<file path="src/rtl/interrupt_ctrl_v2.sv">
// Memory-mapped interrupt controller: per-line enable and edge/level mode, sticky pending,
// fixed priority (line 0 highest) and a claim/complete handshake with no nesting.
module interrupt_ctrl_v2 #(
  parameter int unsigned NUM_LINES = 16,
  parameter logic [15:0] BASE_ADDR = 16'h0410
) (
  input  logic                 i_clk,
  input  logic                 i_rst,
  input  logic                 i_we,
  input  logic                 i_re,
  input  logic [15:0]          i_addr,
  input  logic [15:0]          i_data,
  output logic [15:0]          o_data,
  input  logic [NUM_LINES-1:0] i_lines,
  output logic                 o_int,
  output logic [4:0]           o_id
);

  typedef enum logic [1:0] {StIdle, StActive, StService} state_e;

  state_e               r_state;
  logic [NUM_LINES-1:0] r_enable, r_mode, r_pending, r_line_q;
  logic [4:0]           r_claimed_id, r_id;
  logic                 r_int;
  logic [15:0]          r_data;

  logic [15:0]          w_off;
  logic                 w_sel_en, w_sel_pend, w_sel_mode, w_sel_claim, w_sel_cmpl;
  logic [NUM_LINES-1:0] w_req, w_rise, w_clr, w_pending_d;
  logic [4:0]           w_enc;
  logic                 w_claim, w_complete;
  logic [15:0]          w_rdata;

  assign w_off       = i_addr - BASE_ADDR;
  assign w_sel_en    = (w_off == 16'd0);
  assign w_sel_pend  = (w_off == 16'd1);
  assign w_sel_mode  = (w_off == 16'd2);
  assign w_sel_claim = (w_off == 16'd3);
  assign w_sel_cmpl  = (w_off == 16'd4);

  assign w_req = r_pending & r_enable;

  // Descending scan so the lowest index is the last (winning) assignment.
  always_comb begin
    w_enc = '0;
    for (int i = NUM_LINES - 1; i >= 0; i--) begin
      if (w_req[i]) w_enc = 5'(i + 1);
    end
  end

  // A read that coincides with a write is treated as a write only: no claim side effect.
  assign w_claim    = i_re && !i_we && w_sel_claim && (r_state == StActive);
  assign w_complete = i_we && w_sel_cmpl && (r_state == StService) &&
                      (i_data[4:0] == r_claimed_id);

  always_comb begin
    w_clr = '0;
    if (i_we && w_sel_pend) w_clr = i_data[NUM_LINES-1:0];
    if (w_claim) begin
      for (int i = 0; i < NUM_LINES; i++) begin
        if (5'(i + 1) == r_id) w_clr[i] = 1'b1;
      end
    end
  end

  // Edge bits latch rises (a new rise beats any clear); level bits simply follow the line.
  assign w_rise      = i_lines & ~r_line_q;
  assign w_pending_d = (r_mode & ((r_pending & ~w_clr) | w_rise)) | (~r_mode & i_lines);

  always_comb begin
    w_rdata = '0;
    if (w_sel_en)    w_rdata = 16'(r_enable);
    if (w_sel_pend)  w_rdata = 16'(r_pending);
    if (w_sel_mode)  w_rdata = 16'(r_mode);
    if (w_sel_claim) w_rdata = (r_state == StActive) ? 16'(r_id) : 16'd0;
  end

  always_ff @(posedge i_clk or negedge i_rst) begin
    if (!i_rst) begin
      r_enable  <= '0;
      r_mode    <= '0;
      r_pending <= '0;
      r_line_q  <= '0;
      r_id      <= '0;
      r_data    <= '0;
    end else begin
      if (i_we && w_sel_en)   r_enable <= i_data[NUM_LINES-1:0];
      if (i_we && w_sel_mode) r_mode   <= i_data[NUM_LINES-1:0];
      r_pending <= w_pending_d;
      r_line_q  <= i_lines;
      r_id      <= w_enc;
      r_data    <= (i_re && !i_we) ? w_rdata : 16'd0;
    end
  end

  always_ff @(posedge i_clk or negedge i_rst) begin
    if (!i_rst) begin
      r_state      <= StIdle;
      r_int        <= 1'b0;
      r_claimed_id <= '0;
    end else begin
      unique case (r_state)
        StIdle: begin
          if (w_req != '0) begin
            r_state <= StActive;
            r_int   <= 1'b1;
          end
        end
        StActive: begin
          if (w_claim) begin
            r_state      <= StService;
            r_int        <= 1'b0;
            r_claimed_id <= r_id;
          end else if (w_req == '0) begin
            r_state <= StIdle;
            r_int   <= 1'b0;
          end
        end
        StService: begin
          if (w_complete) r_state <= StIdle;
        end
        default: begin
          r_state <= StIdle;
          r_int   <= 1'b0;
        end
      endcase
    end
  end

  assign o_int  = r_int;
  assign o_id   = r_id;
  assign o_data = r_data;

endmodule

</file>
<file path="config.mk">
export PLATFORM = sky130hd
export DESIGN_NAME = interrupt_ctrl_v2
export DESIGN_NICKNAME = d
export VERILOG_FILES = /design/src/rtl/interrupt_ctrl_v2.sv
export SDC_FILE = /design/constraint.sdc
export NUM_CORES = 1
export LEC_CHECK = 0
export BUFFER_PORTS_ARGS = -buffer_cell sky130_fd_sc_hd__buf_2
export CELL_PAD_IN_SITES_DETAIL_PLACEMENT = 2
export CELL_PAD_IN_SITES_GLOBAL_PLACEMENT = 2
export CORE_MARGIN = 5
export CORE_UTILIZATION = 37
export CTS_CLUSTER_SIZE = 12
export DETAILED_ROUTE_END_ITERATION = 16
export HOLD_SLACK_MARGIN = 0.03
export PLACE_DENSITY_LB_ADDON = 0.1
export SYNTH_ARGS = -nofsm -noshare
export SYNTH_HDL_FRONTEND = slang
export SYNTH_SLANG_ARGS = --single-unit
</file>
<file path="constraint.sdc">
create_clock -name i_clk -period 4.51 [get_ports i_clk]
set_input_delay 1.353 -clock i_clk [delete_from_list [all_inputs] [get_ports i_clk]]
set_output_delay 1.353 -clock i_clk [all_outputs]
set_load 0.01 [all_outputs]
</file>
==> results.yml, run 1 <==
outcome:
  outcome: "complete, no violations"
critical_path:
  worstPathRequired_ns: 4.75
  slowest_stage: "nor4_2"
  endpoint: "r_pending[8]"
  path_buf_inv: 1
  r2r-end: "r_pending[8]"
  reg2reg_depth: 5
  crit_chain: "buf_2 > and4b_1 > nand4_1 > nor4_2 > nand2_1 > a22o_1"
  rrSetupSlack_ns: 2.15
  critPathTopFamily: "simple AND/OR/NAND/NOR gates"
  crit_type: "input pin to flop"
  cp.depth: 6
  arrival_ns: 3.42
  path_max_fanout: 26
  max_stage_delay_ns: 0.64
  endpoint_kind: "flop"
  worst_setup_path_start_kind: "input pin"
  startpoint: "i_addr[1]"
  reg2reg_from: "r_state[0]"
clocking:
  clock_latency_ns: 0.35
  cts.reportedPaths.clkPinSlew_ns: 0.07
  cts-root-buf: "clkbuf_16"
  cts_tree: "done"
  cts_buffer_depth: 2
  ctsHoldBuffers: 0
  cts.sinks: 93
  h-tree-depth: 3
  cts-resized-gates: 0
  post_cts_buffers: 0
  cts_buffers: 9
sta:
  period_share: 0.704
  whs_ns: 0.512
  maxSlewHeadroom: 0.466
  slew_violations: 0
  finClkSkew_ns: 0.00800
  setup_viol: 0
  rsz0062_at_grt: "no"
  hold_viol: 0
  layout_min_cycle_time_ns: 3.18
  tightest_slew_ns: 0.795
  fmax_mhz: 315
  setup_tns_ns: 0
routing:
  wl_per_cell_um: 22.4
  dr.pass1.iters: 6
  route.vias.total: 3417
  viasPerCell: 5.63
  drc: 0
  routed_wl_um: 13600
  ant_nets: 0
  drt_iter0_drc: 137
global_route:
  grt_max_degree: 56
  antenna_found_initial: 0
  grt_pass1_vias: 3837
  grt_first_pass_wirelength_um: 21900
  grt_overflow: 0
  grt_use_total: 0.202
synthesis:
  synth_seq_cells: 93
  synth_commonest_cells: "dfrtp_1, nand2_1, mux2_2"
  ys_types: 49
  synth_edf_count: 0
  synth.top_cell.area_share: 0.545
  synth.most_common_cell: "dfrtp_1"
  synth_area_leaders: "dfrtp_1, mux2_2, nand2_1"
  ys_seq_area_frac: 0.545
  synth_area_sq_mm: 0.00427
  syn_area_per_cell_sq_um: 11.1
  yosysTopAreaCell: "dfrtp_1"
  synth_nets: 436
  syn_inst: 384
  async_flop_share: 1.00
  synth_flop_cell: "dfrtp_1"
  ys_warn_count: 0
cells_and_area:
  syn2layout_area_growth_pct: 19.3
  diodes: 0
  layout-drive-gt1-share: 0.308
  num-nets-final: 511
floorplanning:
  die-area_sq_mm: 0.0138
  rows: 39
  die_y_um: 117
  core_area_sq_mm: 0.0114
  io_pins: 74
  start_util: 0.375
  die_w_um: 117
place:
  place_congestion: 0.805
  hpwl_um: 9770
  io_buffers: 73
job:
  drv_cap: 0
power_and_ir_drop:
  p_leak_nw: 2.43
  powerDensity_mw_per_mm2: 346
  ir_drop_v: 0.000179
min_path:
  hp-class: "flop to flop"
  min-delay-start: "r_claimed_id[2]"
-- kinds of logic after synthesis --
| kind of cell | after synthesis | synth area share |
|---|---|---|
| muxes | 41 | 0.108 |
| xor gates and xnor gates | 5 | 0.0103 |
| AOI/OAI and AO/OA | 76 | 0.132 |
| buffers and inverters | 23 | 0.0261 |
| and+or+nand+nor | 146 | 0.179 |
| DFF | 93 | 0.545 |
-- cell type report --
type                            instances  area (sq um)
Inverter                                7          26.3
Clock inverter                          5          57.6
Fill cell                            1202          6280
Tap cell                              143           179
Sequential cell                        93          2330
Timing Repair Buffer                   80           420
Multi-Input combinational cell        268          1830
Clock buffer                           11           253
-- sequential cells by signal, indices dropped and copies added (netlist names) --
signal and cells:
o_data 16, o_id 5, o_int 1, r_claimed_id 5, r_enable 16, r_line_q 16, r_mode 16, r_pending 16
r_state 2
-- metrics by stage --
| stage | cells | total power [W] | utilization | setup slack (ns) | area, sq um |
|---|---|---|---|---|---|
| finish | 607 | 0.00176 | 0.448 | 1.33 | 5090 |
| global route | 607 | 0.00183 | 0.448 | 1.24 | 5090 |
| CTS | 607 | 0.00178 | 0.448 | 1.32 | 5090 |
| detailed placement | 591 | 0.000982 | 0.421 | 0.964 | 4780 |
| global placement | 591 | 0.000977 | 0.421 | 1.00 | 4780 |
| floorplan | 384 | 0.000911 | - | 1.58 | 4270 |
-- power breakdown --
part | internal, W | switching [W]
Clock | 0.000461 | 0.000338
Sequential | 0.000849 | 0.0000119
Combinational | 0.0000395 | 0.0000638
-- routing by layer --
| metal | share of wire | GRT usage |
|---|---|---|
| met1 | 0.46 | 0.271 |
| met2 | 0.50 | 0.333 |
| met3 | 0.035 | 0.0457 |
| met4 | 0.0085 | 0.0435 |
| met5 | 0 | 0 |
-- layout by cell type (no fill, tap or decap), types with 2 or more instances in the layout --
cell type / synthesis / routed
nor4_2: 3 / 3
inv_1: 7 / 7
a211oi_1: 5 / 5
buf_4: 2 / 8
a32oi_1: 3 / 3
buf_2: 2 / 72
o22ai_1: 4 / 4
nor2_1: 30 / 30
nor2b_1: 4 / 4
dfrtp_1: 93 / 93
nor4_4: 2 / 2
clkbuf_8: 0 / 2
mux2_1: 5 / 5
clkinv_2: 0 / 2
nand4_1: 6 / 6
clkbuf_16: 0 / 9
mux2_2: 36 / 36
and3_1: 2 / 2
o21ai_0: 3 / 3
a22oi_1: 8 / 8
nand2_1: 62 / 62
xnor2_1: 5 / 5
a22o_1: 15 / 15
a21oi_1: 17 / 17
a221oi_1: 2 / 2
a32o_1: 3 / 3
nor3_1: 13 / 13
a2bb2oi_1: 10 / 10
nand3_1: 10 / 10
-- how the worst min path moves through the flow --
stage	to	slack (ns)	cells after the start
2_1_floorplan	o_id[1]	0.44	1
3_3_place_gp	o_id[1]	0.48	1
3_5_place_dp	r_claimed_id[3]	0.50	1
4_1_cts	r_claimed_id[3]	0.52	1
5_1_grt	r_claimed_id[3]	0.54	1
6_report	r_claimed_id[2]	0.51	1
(Power assumes the default switching activity.)
==> run 2: changes to the inputs <==
--- a/config.mk
+++ b/config.mk
@@ -9,7 +9,7 @@
 export CELL_PAD_IN_SITES_DETAIL_PLACEMENT = 2
 export CELL_PAD_IN_SITES_GLOBAL_PLACEMENT = 2
 export CORE_MARGIN = 5
-export CORE_UTILIZATION = 37
+export CORE_UTILIZATION = 36
 export CTS_CLUSTER_SIZE = 12
 export DETAILED_ROUTE_END_ITERATION = 16
 export HOLD_SLACK_MARGIN = 0.03
==> constraint.sdc (replaced) <==
create_clock -name i_clk -period 3.21 [get_ports i_clk]
set_input_delay 0.963 -clock i_clk [delete_from_list [all_inputs] [get_ports i_clk]]
set_output_delay 0.963 -clock i_clk [all_outputs]
set_load 0.01 [all_outputs]
==> run 2 against run 1 <==
Compared with the run above:
- sequential cell count is the same
- cell count grew 0.82%
- worst hold slack gained 0.0085 ns
- sequential power grew 41%
- combinational power grew 45%
- setup slack lost 0.70 ns
- clock power grew 39%
- die area grew 2.5%
- non-clock buffer count grew 8
- critical path type unchanged
- largest power group unchanged
==> results.yml, run 2 (synthesis gave the netlist of run 1 again) <==
floorplanning:
  io_pins: 74
  start_util: 0.371
  die_w_um: 119
  die-area_sq_mm: 0.0141
  rows: 39
  core_area_sq_mm: 0.0115
  die_y_um: 119
sta:
  maxSlewHeadroom: 0.526
  rsz0062_at_grt: "no"
  fmax_mhz: 388
  hold_viol: 0
  finClkSkew_ns: 0.00575
  slew_violations: 0
  setup_viol: 0
  layout_min_cycle_time_ns: 2.58
  setup_tns_ns: 0
  tightest_slew_ns: 0.711
  whs_ns: 0.520
  period_share: 0.804
  fin_ws_ns: 0.630
clocking:
  cts-resized-gates: 0
  h-tree-depth: 3
  post_cts_buffers: 0
  cts.reportedPaths.clkPinSlew_ns: 0.06
  cts_tree: "done"
  cts_buffer_depth: 2
  clock_latency_ns: 0.34
  cts_buffers: 9
  ctsHoldBuffers: 0
  cts.sinks: 93
  cts-root-buf: "clkbuf_16"
place:
  hpwl_um: 9870
  place_congestion: 0.757
  place_area_sq_mm: 0.00485
  post-place-ws_ns: 0.271
  io_buffers: 73
routing:
  routed_wl_um: 13500
  viasPerCell: 5.68
  ant_nets: 0
  wl_per_cell_um: 22.1
  dr.pass1.iters: 4
  drc: 0
  route.vias.total: 3476
  drt_iter0_drc: 120
global_route:
  grt_first_pass_wirelength_um: 22200
  grt_pass1_vias: 4011
  grt_overflow: 0
  grt_use_total: 0.201
  grt_max_degree: 51
  antenna_found_initial: 0
cells_and_area:
  most-common-layout-cells: "dfrtp_1, buf_2, nand2_1, mux2_2, nor2_1"
  design_area_sq_mm: 0.00516
  num-nets-final: 519
  final_common_cell: "dfrtp_1"
  syn2layout_area_growth_pct: 20.8
  diodes: 0
  layout-drive-gt1-share: 0.313
outcome:
  outcome: "complete, no violations"
min_path:
  hp-class: "flop to flop"
power_and_ir_drop:
  powerDensity_mw_per_mm2: 479
  power_w: 0.00247
  p_leak_nw: 2.47
  ir_drop_v: 0.000299
critical_path:
  crit_type: "input pin to flop"
  worst_setup_path_start_kind: "input pin"
  slowest_stage: "nor4_2"
  crit_chain: "buf_2 > nor3b_1 > nand4_1 > nor4_2 > buf_4 > nand3_1 > a22o_1"
  path_max_fanout: 4
  endpoint_kind: "flop"
  worstPathRequired_ns: 3.44
  arrival_ns: 2.81
  max_stage_delay_ns: 0.50
job:
  drv_cap: 0
run 2: changes by cell type in the layout (fill, tap and decap cells not counted), sizes merged:
cell and change:
buf +8, bufinv +1, clkinv -3, inv -1
run 2: critical path, delay by kind of cell:
family                 cells  cell delay (ns)
AO/OA/AOI/OAI              1             0.25
buffers and inverters      2             0.29
AND/OR/NAND/NOR            4             1.29
run 2: report_power, final:
group / leakage [nW] / switching, W / internal (W)
registers: 1.23 / 0.0000165 / 0.00119
clock network: 0.148 / 0.000421 / 0.000691
logic: 1.10 / 0.0000911 / 0.0000580
run 2: final timing paths:
kind / depth (start not counted) / slack [ns] / endpoint / startpoint
max: 7 / 0.63 / r_pending[13] / i_addr[7]
min: 1 / 0.52 / o_id[1] / r_enable[0]
max reg2reg: 6 / 0.91 / r_pending[13] / r_state[0]
min reg2reg: 1 / 0.52 / o_id[1] / r_enable[0]
max in group asynchronous: 2 / 1.85 / r_enable[8] / i_rst
min in group asynchronous: 1 / 0.67 / o_data[3] / i_rst
run 2: metal layers:
layer | wire, um | up-vias | global-route usage
met5 | 0 | - | 0
met4 | 149 | 0 | 0.0529
met3 | 560 | 11 | 0.0379
met2 | 6780 | 71 | 0.345
met1 | 6040 | 1828 | 0.263
li1 | - | 1566 | -
run 2: cell type report:
class | count | area, sq um
tap | 143 | 179
multi-input combinational | 268 | 1830
sequential | 93 | 2330
timing repair buffer | 88 | 493
clock buffer | 11 | 243
fill | 1219 | 6360
clock inverter | 2 | 60.1
inverter | 7 | 26.3
run 2: stage by stage:
step                      std cells  utilization
after floorplan                 384            -
after global placement          599        0.422
after detailed placement        599        0.422
after CTS                       612        0.448
after global routing            612        0.448
final                           612        0.448
